==> src/rtl/alu_seq_ctrl.sv <==
// Operation sequencer: fetches opcode and operand pair from RAM,
// drives the external ALU and writes each result to a destination table.
module alu_seq_ctrl #(
  parameter int DW = 16,
  parameter int AW = 8,
  parameter int OPW = 5,
  parameter int OP_BASE = 100,
  parameter int SRC_BASE = 0,
  parameter int DST_BASE = 199,
  parameter logic [OPW-1:0] HALT_OP = 5'h1f,
  parameter int MAX_OPS = 64
) (
  input  logic          clk,
  input  logic          rst_n,
  input  logic          start,
  input  logic          abort,
  input  logic [DW-1:0] douta,
  input  logic [DW-1:0] doutb,
  input  logic [DW-1:0] alu_res,
  output logic [AW-1:0] addr1,
  output logic [AW-1:0] addr2,
  output logic [DW-1:0] data_out1,
  output logic          wea,
  output logic [OPW-1:0] op,
  output logic [DW-1:0] opnd_a,
  output logic [DW-1:0] opnd_b,
  output logic          busy,
  output logic          done,
  output logic [AW-1:0] op_count
);

  typedef enum logic [2:0] {
    IDLE,
    OP_REQ,
    OP_LAT,
    SRC_REQ,
    SRC_LAT,
    EXEC,
    WRITE,
    DONE
  } state_t;

  localparam logic [AW-1:0] OP_B  = AW'(OP_BASE);
  localparam logic [AW-1:0] SRC_B = AW'(SRC_BASE);
  localparam logic [AW-1:0] DST_B = AW'(DST_BASE);
  localparam logic [AW:0]   MAX_N = (AW+1)'(MAX_OPS);

  state_t state, state_d;

  logic [AW-1:0] op_ptr;
  logic [AW-1:0] src_ptr;
  logic [AW-1:0] dst_ptr;
  logic          is_halt;
  logic          last;

  assign is_halt = (douta[OPW-1:0] == HALT_OP);
  assign last = (({1'b0, op_count} + (AW+1)'(1)) == MAX_N);

  always_ff @(posedge clk or negedge rst_n) begin
    if (!rst_n) state <= IDLE;
    else        state <= state_d;
  end

  always_comb begin
    state_d = state;
    if (abort) begin
      state_d = IDLE;
    end else begin
      unique case (state)
        IDLE, DONE: if (start) state_d = OP_REQ;
        OP_REQ:  state_d = OP_LAT;
        OP_LAT:  state_d = is_halt ? DONE : SRC_REQ;
        SRC_REQ: state_d = SRC_LAT;
        SRC_LAT: state_d = EXEC;
        EXEC:    state_d = WRITE;
        WRITE:   state_d = last ? DONE : OP_REQ;
        default: state_d = IDLE;
      endcase
    end
  end

  // Status flags follow the next state so they stay registered.
  always_ff @(posedge clk or negedge rst_n) begin
    if (!rst_n) begin
      op_ptr    <= OP_B;
      src_ptr   <= SRC_B;
      dst_ptr   <= DST_B;
      op_count  <= '0;
      addr1     <= '0;
      addr2     <= '0;
      data_out1 <= '0;
      wea       <= 1'b0;
      op        <= '0;
      opnd_a    <= '0;
      opnd_b    <= '0;
      busy      <= 1'b0;
      done      <= 1'b0;
    end else begin
      wea  <= 1'b0;
      busy <= !(state_d inside {IDLE, DONE});
      done <= (state_d == DONE);
      if (!abort) begin
        unique case (state)
          IDLE, DONE: begin
            if (start) begin
              op_ptr   <= OP_B;
              src_ptr  <= SRC_B;
              dst_ptr  <= DST_B;
              op_count <= '0;
              addr1    <= OP_B;
            end
          end
          OP_LAT: begin
            op <= douta[OPW-1:0];
            if (!is_halt) begin
              addr1 <= src_ptr;
              addr2 <= src_ptr + AW'(1);
            end
          end
          SRC_LAT: begin
            opnd_a <= douta;
            opnd_b <= doutb;
          end
          EXEC: begin
            data_out1 <= alu_res;
            addr1     <= dst_ptr;
            wea       <= 1'b1;
          end
          WRITE: begin
            op_ptr   <= op_ptr + AW'(1);
            src_ptr  <= src_ptr + AW'(2);
            dst_ptr  <= dst_ptr + AW'(1);
            op_count <= op_count + AW'(1);
            if (!last) addr1 <= op_ptr + AW'(1);
          end
          default: ;
        endcase
      end
    end
  end

endmodule

==> config.mk <==
export PLATFORM = sky130hd
export DESIGN_NAME = alu_seq_ctrl
export DESIGN_NICKNAME = d
export VERILOG_FILES = /design/src/rtl/alu_seq_ctrl.sv
export SDC_FILE = /design/constraint.sdc
export NUM_CORES = 1
export LEC_CHECK = 0
export ABC_AREA = 1
export BUFFER_PORTS_ARGS = -buffer_cell sky130_fd_sc_hd__buf_4
export CAP_MARGIN = 10
export CORE_ASPECT_RATIO = 0.75
export CORE_MARGIN = 2
export CORE_UTILIZATION = 33
export DETAILED_ROUTE_END_ITERATION = 7
export HOLD_SLACK_MARGIN = 0.02
export RECOVER_POWER = 100
export SLEW_MARGIN = 20
export SYNTH_ARGS = -nofsm -noshare
export SYNTH_HDL_FRONTEND = slang
export SYNTH_SLANG_ARGS = --single-unit
==> constraint.sdc <==
create_clock -name clk -period 1.99 [get_ports clk]
set_input_delay 0.0995 -clock clk [delete_from_list [all_inputs] [get_ports clk]]
set_output_delay 0.0995 -clock clk [all_outputs]
set_load 0.02 [all_outputs]
==> results.toml, run 1 <==
[pwr]
ir_worst_vdd_mv = 0.713
leakage_nw = 3.00
powerDensity_nw_per_um2 = 1270

[floorplanning]
fp.dieW_um = 141
io_pins = 132
start_util = 0.340
coreArea_sq_um = 13700
die_h_um = 107
dieArea_sq_um = 15100
placementRows = 37

[global_routing]
grt_pass1_wl_um = 20800
antenna_found_initial = 0
grt_overflow = 0
first_global_vias = 4181
grt_start_max_net_pins = 107
grtUsageTotal = 0.172

[hold_path]
whs_endpoint = "op[3]"
min_from = "douta[3]"
min_path_type = "primary input to flip-flop"
whs_path_depth = 3

[layout]
postLayoutCellArea_sq_um = 6420
drive_gt1_frac = 0.197
syn_to_final_growth_pct = 37.4
antenna_cells = 0
layout.nets = 738
fill_cells = 1295

[clock_tree]
clock_sinks = 106
cts_setup_buffers = 0
path_clk_slew_ns = 0.07
cts_htree_levels = 3
max-clock-path-buffers = 2
cts_made_buffers = 9
tritoncts = "done"
cts_root_buffer = "clkbuf_16"
clock_latency_ns = 0.34

[synth]
synth.top_cell.area_share = 0.525
synth-seq-cells = 106
ys_top_cells_by_area = "dfrtp_1 (53%), nand2_1 (10%), mux2_2 (7.2%)"
yosys-top-cells-count = "nand2_1 (127), dfrtp_1 (98), inv_1 (47)"
synth_cell_type_count = 38
syn-num-nets = 548
yosysTopAreaCell = "dfrtp_1"
synth_area_sq_um = 4670
yosysWarnings = 0
synth-seq-area-share = 0.570
synth_edf_count = 0
synth_area_per_cell_sq_um = 9.51
ys_async_sr_fraction = 1.00
synth_ff_type = "dfrtp_1"
syn_inst = 491
yosysMostFrequentCell = "nand2_1"

[detailed_routing]
via_per_inst = 4.78
postRouteAntennaNets = 0
drt-total-wl_um = 12400
vias = 4116
drtIter0Drc = 207
drc = 0
dr.pass1.iters = 5
routedWlPerCell_um = 14.4

[timing]
max_slew.worst_pin.slew_ns = 1.49
maxSlewViolCount = 0
rsz0062_at_grt = "no"
fmax_ghz = 0.541
setup_viol = 0
final_hold_viol_count = 0
fin_skew_ns = 0.00648
max_slew_margin = 0.00912
tns_ns = 0
period_needed_ns = 1.85
fin_crit_sh = 0.928

[setup_path]
worstSetupStartpoint = "state[0]"
crit_path_start_kind = "flip-flop"
crit_type = "flip-flop to flip-flop"
crit_required_ns = 2.22
end_kind = "flip-flop"
reg2reg_depth = 9
cp.arrival_ns = 2.08
r2r_start = "state[0]"
r2r_end = "op_count[1]"
worstPathMaxFanout = 7
reg2reg_slack_ns = 0.14

[place]
portBuffers = 131
gp_congestion = 0.907
dp_hpwl_um = 8570
postPlaceCellArea_sq_um = 5910

[flow_run]
maxCapViolCount = 0

[status]
status = "finished, final reports clean"
metal layers:
metal,global-route usage,vias up,part of all wire
met5,0,-,0
met3,0.0706,15,0.10
met1,0.222,1939,0.44
met2,0.270,183,0.45
met4,0.0393,0,0.0093
li1,-,1979,-
critical path, stage by stage, from the launching register on:
cell and delay, ns:
dfrtp_1 0.45, nor2_2 0.21, nand2_1 0.09, o21ai_2 0.13, nand2_2 0.10, nand2_1 0.11
inv_2 0.06, nand2_2 0.13, inv_1 0.19, a22o_1 0.28
flip-flops by register name, summed over array words and instances (netlist names):
signal and flops:
addr1 8, addr2 8, busy 1, data_out1 16, done 1, dst_ptr 8
op 5, op_count 8, op_ptr 8, opnd_a 16, opnd_b 16, src_ptr 7
state 3, wea 1
layout make-up:
cell class | count | area, sq um | area share
clock buffers | 10 | 239 | 0.0372
multi-input cells | 322 | 1770 | 0.275
flip-flops and latches | 106 | 2660 | 0.415
well taps | 175 | 219 | 0.0341
clock inverters | 6 | 82.6 | 0.0129
inverters | 51 | 194 | 0.0302
repair buffers | 191 | 1250 | 0.195
power breakdown:
| group | total, mW | switching, mW | leakage (nW) | internal, mW |
|---|---|---|---|---|
| logic | 2.90 | 1.94 | 1.52 | 0.963 |
| clock network | 1.88 | 0.844 | 0.154 | 1.04 |
| registers | 3.35 | 0.446 | 1.33 | 2.90 |
| total | 8.13 | 3.23 | 3.00 | 4.90 |
worst max-delay path by stage:
stage                              to
after floorplan              addr1[3]
after global placement       addr1[3]
after detailed placement    op_ptr[4]
after CTS                  src_ptr[7]
after global routing            op[2]
final                     op_count[1]
layout by cell type, fill, tap and decap left out, drive strengths merged, types with 8 or more instances in the layout:
cell type and n:
dlygate4sd3 49, buf 59, mux2 30, inv 54, o21ai 38, a21oi 19
nand2 133, nor2 41, nand4 9, clkbuf 93, nand3 16, dfstp 8
dfrtp 98
repair_timing:
| action | 4_1_cts | 5_1_grt |
|---|---|---|
| hold buffers | 49 | 0 |
| resized for setup | 0 | 7 |
| endpoints found under the setup margin | 0 | 23 |
| endpoints found under the hold margin | 146 | 0 |
logic make-up after synthesis:
kind of cell	share of synthesized area
muxes	0.0724
AOI/OAI and AO/OA	0.0882
adders and majority gates	0.0134
DFF	0.570
and+or+nand+nor	0.184
xor gates and xnor gates	0.0150
buffers and inverters	0.0566
stage by stage:
step | utilization | power [mW] | cells | hold WS (ns) | setup WS, ns
6_report | 0.467 | 8.13 | 861 | 0.0440 | 0.143
3_3_place_gp | 0.430 | 6.68 | 796 | 0.221 | 0.189
2_1_floorplan | - | 5.20 | 491 | -0.196 | 0.146
5_1_grt | 0.467 | 8.67 | 861 | 0.0563 | 0.00485
3_5_place_dp | 0.430 | 6.75 | 796 | 0.223 | 0.134
4_1_cts | 0.489 | 8.77 | 861 | 0.0441 | 0.107
(Power assumes the default switching activity.)
==> inputs of run 2 (changes only) <==
--- a/config.mk
+++ b/config.mk
@@ -6,12 +6,12 @@
 export NUM_CORES = 1
 export LEC_CHECK = 0
 export ABC_AREA = 1
-export BUFFER_PORTS_ARGS = -buffer_cell sky130_fd_sc_hd__buf_4
 export CAP_MARGIN = 10
 export CORE_ASPECT_RATIO = 0.75
 export CORE_MARGIN = 2
 export CORE_UTILIZATION = 33
 export DETAILED_ROUTE_END_ITERATION = 7
+export DONT_BUFFER_PORTS = 1
 export HOLD_SLACK_MARGIN = 0.02
 export RECOVER_POWER = 100
 export SLEW_MARGIN = 20
==> run 2 against run 1 <==
The run now ends with negative hold slack left. First-iteration DRC count shrank 28%. Hold slack got worse by 0.59 ns. Register-to-register slack better by 0.03 ns. Critical path type unchanged. Critical endpoint is now data_out1[4].
==> results.toml, run 2 (same netlist as run 1, synthesis figures left out) <==
[pwr]
leakage_nw = 2.64
ir_worst_vdd_mv = 0.666
powerDensity_nw_per_um2 = 1310

[detailed_routing]
drt-total-wl_um = 11200
drtIter0Drc = 149
dr.pass1.iters = 5
via_per_inst = 4.88
drc = 0
vias = 3577
postRouteAntennaNets = 0
routedWlPerCell_um = 15.3

[layout]
syn_to_final_growth_pct = 22.1
final_util = 0.415
layout_commonest_cell = "nand2_1"
antenna_cells = 0
final_cell_mix = "nand2_1 (126), dfrtp_1 (98), dlygate4sd3_1 (49)"
layout.nets = 611
reg.largest.list = "data_out1: 16 flops, opnd_a: 16 flops, opnd_b: 16 flops"
finalNonFillerCells = 733
drive_gt1_frac = 0.142

[setup_path]
cp.arrival_ns = 2.11
crit_required_ns = 2.28
worstPathMaxFanout = 17
worstSetupStartpoint = "state[1]"
end_kind = "flip-flop"
reg2reg_depth = 7
crit_path_start_kind = "flip-flop"
r2r_start = "state[1]"
max_stage_delay_ns = 0.51
reg2reg_slack_ns = 0.17
crit_type = "flip-flop to flip-flop"
r2r_end = "data_out1[4]"
path_cells = "inv_1 > nand3_1 > buf_4 > nor2_2 > clkbuf_1 > nand2_1 > nand2_1"
critPathSlowestCell = "clkbuf_1"
crit_top_cell = "nand2_1"

[clock_tree]
tritoncts = "done"
cts_setup_buffers = 0
clock_latency_ns = 0.35
holdBufCountCts = 49
clock_sinks = 106
cts_htree_levels = 3
cts_made_buffers = 9
cts_root_buffer = "clkbuf_16"
path_clk_slew_ns = 0.08
max-clock-path-buffers = 2

[floorplanning]
coreArea_sq_um = 13700
start_util = 0.340
placementRows = 37
fp.dieW_um = 141
die_h_um = 107
io_pins = 132
dieArea_sq_um = 15100

[timing]
fmax_ghz = 0.549
max_slew.worst_pin.slew_ns = 0.880
final_hold_viol_count = 106
setup_viol = 0
fin_crit_sh = 0.915
fin_hold_ws_ns = -0.549
maxSlewViolCount = 0
period_needed_ns = 1.82
layout_setup_ws_ns = 0.169
fin_skew_ns = 0.0110
max_slew_margin = 0.413

[flow_run]
maxCapViolCount = 0

[place]
portBuffers = 0
pre_cts_ws_ns = 0.0459
gp_congestion = 0.841
dp_hpwl_um = 7740
dp_cells = 669

[global_routing]
antenna_found_initial = 0
grtUsageTotal = 0.156
first_global_vias = 3746
grt_overflow = 0
grt_pass1_wl_um = 18800
grt_start_max_net_pins = 107

[hold_path]
min_path_type = "primary input to asynchronous set/reset pin"

[status]
status = "finished, violations left"
violations = "negative hold slack"
-- run 2: worst max-delay path by stage --
stage                         to  slack, ns
floorplan               addr1[3]       0.15
global placement      src_ptr[1]        0.1
detailed placement    src_ptr[1]       0.05
CTS                   src_ptr[1]       0.03
global route        data_out1[4]     -0.003
finish              data_out1[4]       0.17
-- run 2: area by class of cell --
class	count	area (sq um)
clock buffers	9	225
clock inverters	6	61.3
fillers	1265	8050
inverters	51	196
multi-input cells	322	1760
flip-flops and latches	106	2660
well taps	175	219
repair buffers	64	574
-- run 2: stage by stage --
step | power [mW] | area, sq um | setup TNS, ns
after floorplan | 5.20 | 4670 | 0
after global placement | 5.59 | 4930 | 0
after detailed placement | 5.66 | 4930 | 0
after CTS | 7.51 | 5710 | 0
after global routing | 7.92 | 5700 | -0.00302
final | 7.45 | 5700 | 0
-- run 2: worst max-delay path, delay by kind of cell (launching register included) --
kind / cells / cell delay (ns)
buffers and inverters: 3 / 0.83
and+or+nand+nor: 4 / 0.54
DFF: 1 / 0.42
-- run 2: report_power, final --
group          total (mW)  internal [mW]  switching, mW
logic                1.44          0.651          0.789
clock network        1.73          0.874          0.857
registers            4.28           2.90           1.39
-- run 2: timing repair --
action	in CTS	in global routing
resized for setup	0	4
endpoints found under the hold margin	164	106
setup endpoints to repair	0	21
-- run 2: layer usage --
| layer | vias to the layer above | GRT usage | part of all wire |
|---|---|---|---|
| met5 | - | 0 | 0 |
| met4 | 0 | 0.0407 | 0.014 |
| met3 | 15 | 0.0598 | 0.089 |
| met2 | 150 | 0.245 | 0.44 |
| met1 | 1684 | 0.204 | 0.45 |
| li1 | 1728 | - | - |
